==> src/rtl/bo_datapath.sv <==
// Operative datapath for the polynomial controller: X/H/S working registers, operand muxes,
// a combinational adder and an iterative shift-add multiplier that stalls the controller via busy.
module bo_datapath #(
    parameter int unsigned WIDTH = 8
) (
    input  logic             clk,
    input  logic             rst,
    input  logic [WIDTH-1:0] x_in,
    input  logic [WIDTH-1:0] a_in,
    input  logic [WIDTH-1:0] b_in,
    input  logic [WIDTH-1:0] c_in,
    input  logic [1:0]       m0,
    input  logic [1:0]       m1,
    input  logic [1:0]       m2,
    input  logic             lx,
    input  logic             ls,
    input  logic             lh,
    input  logic             h,
    input  logic             done,
    output logic [WIDTH-1:0] result,
    output logic             result_valid,
    output logic             busy,
    output logic             ovf
);

    localparam int unsigned PW = 2 * WIDTH;
    localparam int unsigned CW = $clog2(WIDTH + 1);

    localparam logic [0:0] ST_IDLE = 1'b0;
    localparam logic [0:0] ST_MUL  = 1'b1;

    localparam logic [1:0] WB_XIN  = 2'b00;
    localparam logic [1:0] WB_ALU  = 2'b01;
    localparam logic [1:0] WB_S    = 2'b10;
    localparam logic [1:0] WB_ZERO = 2'b11;

    logic [0:0]       state_q,  state_d;
    logic [WIDTH-1:0] x_q,      x_d;
    logic [WIDTH-1:0] hr_q,     hr_d;
    logic [WIDTH-1:0] s_q,      s_d;
    logic [WIDTH-1:0] result_q, result_d;
    logic             rvalid_q, rvalid_d;
    logic             ovf_q,    ovf_d;
    logic [PW-1:0]    mcand_q,  mcand_d;
    logic [WIDTH-1:0] mplier_q, mplier_d;
    logic [PW-1:0]    prod_q,   prod_d;
    logic [CW-1:0]    cnt_q,    cnt_d;
    logic [2:0]       en_q,     en_d;
    logic [1:0]       m2l_q,    m2l_d;

    logic [WIDTH-1:0] op_a;
    logic [WIDTH-1:0] op_b;
    logic [WIDTH:0]   sum;
    logic             any_load;

    // Write-back source mux shared by the add path and the multiply completion
    function automatic logic [WIDTH-1:0] wb_value(input logic [1:0]       sel,
                                                  input logic [WIDTH-1:0] alu_v,
                                                  input logic [WIDTH-1:0] xin_v,
                                                  input logic [WIDTH-1:0] s_v);
        logic [WIDTH-1:0] v;
        case (sel)
            WB_XIN:  v = xin_v;
            WB_ALU:  v = alu_v;
            WB_S:    v = s_v;
            default: v = '0;
        endcase
        return v;
    endfunction

    always_comb begin
        case (m0)
            2'b00:   op_a = x_q;
            2'b01:   op_a = hr_q;
            2'b10:   op_a = s_q;
            default: op_a = a_in;
        endcase
    end

    always_comb begin
        case (m1)
            2'b00:   op_b = x_q;
            2'b01:   op_b = hr_q;
            2'b10:   op_b = b_in;
            default: op_b = c_in;
        endcase
    end

    assign sum      = {1'b0, op_a} + {1'b0, op_b};
    assign any_load = lx | ls | lh;

    // Next-state and datapath updates
    always_comb begin
        logic [WIDTH-1:0] wv;
        logic [PW-1:0]    prod_step;
        logic             ovf_set;
        logic             ovf_clr;

        state_d   = state_q;
        x_d       = x_q;
        hr_d      = hr_q;
        s_d       = s_q;
        result_d  = result_q;
        rvalid_d  = 1'b0;
        mcand_d   = mcand_q;
        mplier_d  = mplier_q;
        prod_d    = prod_q;
        cnt_d     = cnt_q;
        en_d      = en_q;
        m2l_d     = m2l_q;
        wv        = '0;
        prod_step = prod_q;
        ovf_set   = 1'b0;
        ovf_clr   = 1'b0;

        case (state_q)
            ST_IDLE: begin
                if (h) begin
                    if (any_load) begin
                        mcand_d  = PW'(op_a);
                        mplier_d = op_b;
                        en_d     = {lx, ls, lh};
                        m2l_d    = m2;
                        prod_d   = '0;
                        cnt_d    = '0;
                        state_d  = ST_MUL;
                    end
                end else begin
                    wv = wb_value(m2, sum[WIDTH-1:0], x_in, s_q);
                    if (lx) x_d  = wv;
                    if (ls) s_d  = wv;
                    if (lh) hr_d = wv;
                    ovf_set = sum[WIDTH] && (m2 == WB_ALU) && any_load;
                    ovf_clr = lx && (m2 == WB_XIN);
                end
                // done samples S before this edge's write-back
                if (done) begin
                    result_d = s_q;
                    rvalid_d = 1'b1;
                end
            end
            default: begin
                prod_step = mplier_q[0] ? (prod_q + (mcand_q << cnt_q)) : prod_q;
                prod_d    = prod_step;
                mplier_d  = mplier_q >> 1;
                cnt_d     = cnt_q + CW'(1);
                if (cnt_d == CW'(WIDTH)) begin
                    state_d = ST_IDLE;
                    wv      = wb_value(m2l_q, prod_step[WIDTH-1:0], x_in, s_q);
                    if (en_q[2]) x_d  = wv;
                    if (en_q[1]) s_d  = wv;
                    if (en_q[0]) hr_d = wv;
                    ovf_set = (prod_step[PW-1:WIDTH] != '0);
                end
            end
        endcase

        if (ovf_set) begin
            ovf_d = 1'b1;
        end else if (ovf_clr) begin
            ovf_d = 1'b0;
        end else begin
            ovf_d = ovf_q;
        end
    end

    always_ff @(posedge clk) begin
        if (rst) begin
            state_q  <= ST_IDLE;
            x_q      <= '0;
            hr_q     <= '0;
            s_q      <= '0;
            result_q <= '0;
            rvalid_q <= 1'b0;
            ovf_q    <= 1'b0;
            mcand_q  <= '0;
            mplier_q <= '0;
            prod_q   <= '0;
            cnt_q    <= '0;
            en_q     <= '0;
            m2l_q    <= '0;
        end else begin
            state_q  <= state_d;
            x_q      <= x_d;
            hr_q     <= hr_d;
            s_q      <= s_d;
            result_q <= result_d;
            rvalid_q <= rvalid_d;
            ovf_q    <= ovf_d;
            mcand_q  <= mcand_d;
            mplier_q <= mplier_d;
            prod_q   <= prod_d;
            cnt_q    <= cnt_d;
            en_q     <= en_d;
            m2l_q    <= m2l_d;
        end
    end

    assign result       = result_q;
    assign result_valid = rvalid_q;
    assign busy         = (state_q == ST_MUL);
    assign ovf          = ovf_q;

endmodule
==> config.mk <==
export PLATFORM = sky130hd
export DESIGN_NAME = bo_datapath
export DESIGN_NICKNAME = d
export VERILOG_FILES = /design/src/rtl/bo_datapath.sv
export SDC_FILE = /design/constraint.sdc
export NUM_CORES = 1
export LEC_CHECK = 0
export BUFFER_PORTS_ARGS = -buffer_cell sky130_fd_sc_hd__buf_2
export CELL_PAD_IN_SITES_DETAIL_PLACEMENT = 1
export CELL_PAD_IN_SITES_GLOBAL_PLACEMENT = 1
export CORE_MARGIN = 3
export CORE_UTILIZATION = 38
export DETAILED_ROUTE_END_ITERATION = 7
export PLACE_DENSITY_LB_ADDON = 0.1
export SETUP_SLACK_MARGIN = 0.15
export SLEW_MARGIN = 25
export SYNTH_ARGS = -nofsm -noshare
export SYNTH_HDL_FRONTEND = slang
export SYNTH_SLANG_ARGS = --single-unit
==> constraint.sdc <==
create_clock -name clk -period 5.1 [get_ports clk]
set_input_delay 1.02 -clock clk [delete_from_list [all_inputs] [get_ports clk]]
set_output_delay 1.02 -clock clk [all_outputs]
set_load 0.05 [all_outputs]
**Yosys cells after proc, flatten, opt, wreduce, memory -nomap -nowiden**

Cells that the tools add are included.

- Bits in latches: 0
- Memories: 0
- Bits in read-only memories: 0
- RAM bits: 0
- Register bits: 76
- Output and inout bits: 11
- Bits of input ports: 45

- Bitwise operators: 3
- Equal/unequal tests: 14
- Reductions and logical operators: 22
- Add/sub/neg operators: 3
- Multiply operators: 0
- Shift operators: 1
- Div/mod/pow operators: 0
- Mux-type cells: 41
- Magnitude comparators: 0

Operator list:

| operator | number |
|---|---|
| $mux 8 | 15 |
| $pmux 8 s3 | 4 |
| $mux 16 | 4 |
| $mux 7 | 3 |
| $add 16x16->16 | 1 |
| $shl 8x4->16 | 1 |
| $mux 1 | 12 |
| $mux 4 | 3 |
| $reduce_and 4->1 | 3 |
| $reduce_bool 2->1 | 6 |
| $ne 2x1->1 const B | 5 |
| $add 8x8->9 | 1 |
| $eq 2x1->1 const B | 4 |
| $eq 2x2->1 const B | 4 |
| $logic_not 2->1 | 4 |
| $reduce_bool 8->1 | 1 |
| $reduce_and 2->1 | 3 |
| $add 4x1->4 const B | 1 |
| $eq 4x4->1 const B | 1 |
| $logic_and 1x1->1 | 3 |
| $reduce_and 3->1 | 1 |
| $or 1x1->1 | 2 |
| $reduce_or 2->1 | 1 |
| $not 1->1 | 1 |

**Depth between registers and ports, before layout**

- Word-level depth: 8
- Gate-level depth with buffers: 16

**Worst setup path after synthesis**

OpenSTA, ideal clock, no wires.

- Path kind: input -> register
- Start point: in m0[0]
- End point: reg ovf_q (netlist: ovf)
- Cell stages on the path: 12
- Slack: 1.228 ns
- Path buffers: 1
- Required time: 4.959 ns
- Arrival: 3.731 ns
- Path through: clkbuf_1 > mux4_2 > ha_1 > fa_1 > a211oi_1 > nor2_1 > nor3_1 > o211ai_1 > nand2_1 > o211ai_1 > nor4b_1 > a311oi_1

- Cells in the longest elaborated chain, start to end: 8
- Elaborated cells between the ends (all ways): 11
- Classes of those cells: add/sub (1); eq/ne (2); mux (4); reduce/logical (4)

Ends and longest elaborated chain:

| item | line | source |
|---|---|---|
| start, declared | 12 | `input logic [1:0] m0,` |
| $eq 2x2->1 (tied with other cells) | 72 | `case (m0)` |
| $pmux 8 s3 (*) | 72 |  |
| net op_a[0] | 51 | `logic [WIDTH-1:0] op_a;` |
| $add 8x8->9 (*) | 89 | `assign sum = {1'b0, op_a} + {1'b0, op_b};` |
| $logic_and 1x1->1 (*) (2 in a row) | 133 | `ovf_set = sum[WIDTH] && (m2 == WB_ALU) && any_load;` |
| $mux 1 (*) | 118 | `if (h) begin` |
| $mux 1 (*) | 116 | `case (state_q)` |
| $mux 1 / $reduce_bool 2->1 (equally long branches) | -- |  |
| end signal, assigned | 189 | `ovf_q <= ovf_d;` |
| end, declared | 43 | `logic ovf_q, ovf_d;` |

Mark *: on every way through the listed nets, which the timed path passes. The rest lies on a longest branch.
A chain may end at the register's enable or synchronous reset.

**Worst setup path after layout**

- Start point: reg cnt_q[1]
- End point: reg prod_q[15]

- Cells in the longest elaborated chain, start to end: 4

Ends and longest elaborated chain:

| item | line | source |
|---|---|---|
| start, declared | 47 | `logic [CW-1:0] cnt_q, cnt_d;` |
| start signal, assigned | 193 | `cnt_q <= cnt_d;` |
| $shl 8x4->16 | 143 | `prod_step = mplier_q[0] ? (prod_q + (mcand_q << cnt_q)) : prod_q;` |
| $add 16x16->16 | 143 |  |
| $mux 16 | 143 |  |
| $mux 16 | 116 |  |
| end signal, assigned | 192 | `prod_q <= prod_d;` |
| end, declared | 46 | `logic [PW-1:0] prod_q, prod_d;` |

No other way between the ends.

==> flow_metrics.tcl <==
set metrics [dict create \
    status "completed" \
    area_growth_pct 12.5 \
    postSynthCellCount 663 \
    cp_slowest_cell "dfxtp_1" \
    start_util_pct 39.5 \
    drt-pass1-iter-count 4 \
    synth_top_cell_area_share_pct 28.5 \
    worst-endpoint-arrival_ns 4.36 \
    achievable-frequency_mhz 241 \
    place.gp.congestion 0.923 \
    route.final.wire_length_mm 17.9 \
    fin_crit_sh_pct 81.5 \
    numCtsBuffers 9 \
    maxSlewHeadroom_pct 32.3 \
    synthTopCellsByArea "dfxtp_1, mux2i_1, a21oi_1" \
    synth_unique_cells 65 \
    worstSetupPathType "reg2reg" \
    via_count_of_the_first_global_routing_pass 5309 \
    synth_largest_area_cell "dfxtp_1" \
    ant_nets 0 \
    synth_seq_area_share_pct 28.5 \
    worstPathRequired_ns 5.31 \
    finClkSkew_ns 0.00987 \
    core_um2 13500 \
    globalRouteMet3Util_pct 2.83 \
    globalRoute.totalOverflow 0 \
    remaining_drc_errors 0 \
    wire_per_inst_um 20.6 \
    synthesis.area_per_instance_um2 8.05 \
    dp_hpwl_mm 13.3 \
    setup_violations 0 \
    worst_skew_pair.late_latency_ns 0.36 \
    met2_usage_pct 38.7 \
    holdCritPathClass "reg2reg" \
    crit_path_max_fanout 18 \
    antenna_found_initial 0 \
    power.ir.vdd_worst_mv 0.151 \
    cts.path.max_buffers 2 \
    path_clk_slew_ns 0.06 \
    vias 5081 \
    cts_post_setup_buffers_inserted 0 \
    whs_path_depth 2 \
    first_pass_grt_wire_length_mm 28.8 \
    drt-vias-per-instance 5.86 \
    finalNetCount 757 \
    synthTopCellsByCount "nor2_1, nand2_1, a21oi_1" \
    post_route_cells_drive_above_1_share_pct 16.4 \
    post_synth_instance_area_um2 5340 \
    post_layout_nonfiller_instances 867 \
    finish.instance_area_um2 6000 \
    top_reg_cell_synth "dfxtp_1" \
    slew_viol_final 0 \
    dpl-instance-area_um2 5680 \
    postSynthNetCount 734 \
    io_buffers 55 \
    max_slew.worst_pin.slew_ns 1.01 \
    num_io_pins 56 \
    setup_repair_after_global_routing_missed_its_margin "false" \
    clock-sinks 76 \
    ff2ff_path_depth 14 \
    clockRootBuffer "clkbuf_16" \
    crit_path_cell_trace "mux2_2 -> o21ai_0 -> nor2_1 -> a31oi_1 -> o32ai_1 -> ha_1 -> nand2_1 -> inv_1 -> nand3_1 -> o31ai_2 -> mux4_2 -> a2111oi_2 -> nand2b_1 -> a21oi_1" \
    grt.met1_usage_pct 30.1 \
    gr-max-usage-layer "met2" \
    ctsHtreeMaxLevel 3 \
    fp-row-count 42 \
    numPlacedInstances 851 \
    post_cts.resized_instances 0 \
    worst_hold_slack_ns 0.462 \
    timing.final.crit_period_ns 4.16 \
    globalRouteTotalUtil_pct 23.1 \
    power.density_cell_area_nw_per_um2 279 \
    synthMostInstantiatedCell "nor2_1" \
    startpoint_type "flop" \
    grt_start_max_net_pins 69 \
    synth_seq_cells 76 \
    floorplan.die_area_um2 15500 \
    postSynth.asyncResetShare_pct 0 \
    number_of_synthesized_flops_with_an_enable_pin 0 \
    hold_buffers 0 \
    cts_tree "yes" \
    synthesis.yosys.warnings 0 \
    timing.critical_path.to_type "flop" \
    antenna_cells 0 \
    leakagePower_nw 2.40 \
    tns_ns 0 \
    slowest_delay_ns 0.77 \
    die-height_um 124 \
    floorplan.die.width_um 124 \
    drt_first_iter_violations 256 \
    maxCapViolCount 0 \
    timing.final.hold_violations 0 \
]
[layer usage]
layer / up-vias / wire length, µm
li1: 2458 / -
met1: 2493 / 8280
met2: 102 / 8550
met3: 28 / 557
met4: 0 / 512
met5: - / 0
[per-stage QoR]
stage / setup WS, ns / utilization, % / power, mW
finish: 0.943 / 44.4 / 1.67
global route: 0.537 / 44.4 / 1.75
floorplan: 1.23 / - / 0.872
CTS: 0.975 / 44.4 / 1.69
global placement: 1.08 / 42.0 / 0.956
detailed placement: 1.00 / 42.0 / 0.964
[registers in the layout, summed over array words and instances (netlist names)]
| signal | count |
|---|---|
| mcand_q | 8 |
| x_q | 8 |
| hr_q | 8 |
| en_q | 3 |
| prod_q | 16 |
| result_valid | 1 |
| s_q | 8 |
| mplier_q | 8 |
| ovf | 1 |
| result | 8 |
| m2l_q | 2 |
| busy | 1 |
| cnt_q | 4 |
[power breakdown]
group,total [mW],switching (mW),internal (mW)
clock,0.718,0.287,0.431
sequential,0.658,0.0391,0.619
combinational,0.297,0.178,0.118
[layout make-up]
type	count	area [µm²]
clock inverters	7	98.8
fillers	1638	7500
clock buffers	9	225
inverters	12	45.0
multi-input cells	528	3580
repair buffers	59	305
flip-flops and latches	76	1520
well taps	176	220
[critical path: cells and delay by family (launching register included)]
| kind | cells | cell delay [ns] |
|---|---|---|
| AOI/OAI and AO/OA | 6 | 1.29 |
| muxes | 2 | 0.98 |
| DFF | 1 | 0.77 |
| and+or+nand+nor | 4 | 0.46 |
| adders and majority gates | 1 | 0.42 |
| buffers and inverters | 1 | 0.11 |
[final timing paths]
check / to / slack, ns / startpoint
worst min-delay path: result[3] / 0.46 / result[3]
worst max register to register: prod_q[15] / 0.94 / cnt_q[1]
worst max-delay path: prod_q[15] / 0.94 / cnt_q[1]
worst min register to register: result[3] / 0.46 / result[3]
[placed cells by master (no fill, tap or decap), drive strengths merged, types with 3 or more instances in the layout]
cell type,netlist,layout
o31ai,5,5
nor3,15,15
mux4,18,18
a2bb2oi,4,4
a21oi,81,81
a211oi,8,8
o211ai,4,4
o21a,4,4
xnor2,8,8
xor2,5,5
mux2i,46,46
clkinv,1,4
buf,8,59
clkbuf,39,9
ha,24,24
a22oi,6,6
o22ai,6,6
nand2b,3,3
mux2,11,11
nand3,18,18
nand2,84,84
a32oi,3,3
a21o,5,5
a31oi,4,4
o21ai,27,27
inv,11,12
nor2,88,88
dfxtp,76,76
and3,11,11
nor2b,6,6
[kinds of logic after synthesis]
| group | count (synthesis) | synth area share (%) |
|---|---|---|
| simple gates | 239 | 19.4 |
| compound gates | 175 | 20.7 |
| flops | 76 | 28.5 |
| mux | 75 | 18.6 |
| buf+inv | 59 | 4.31 |
| fa+ha+maj | 26 | 6.38 |
| xor+xnor | 13 | 2.13 |
Power figures use the tool's default switching activity.
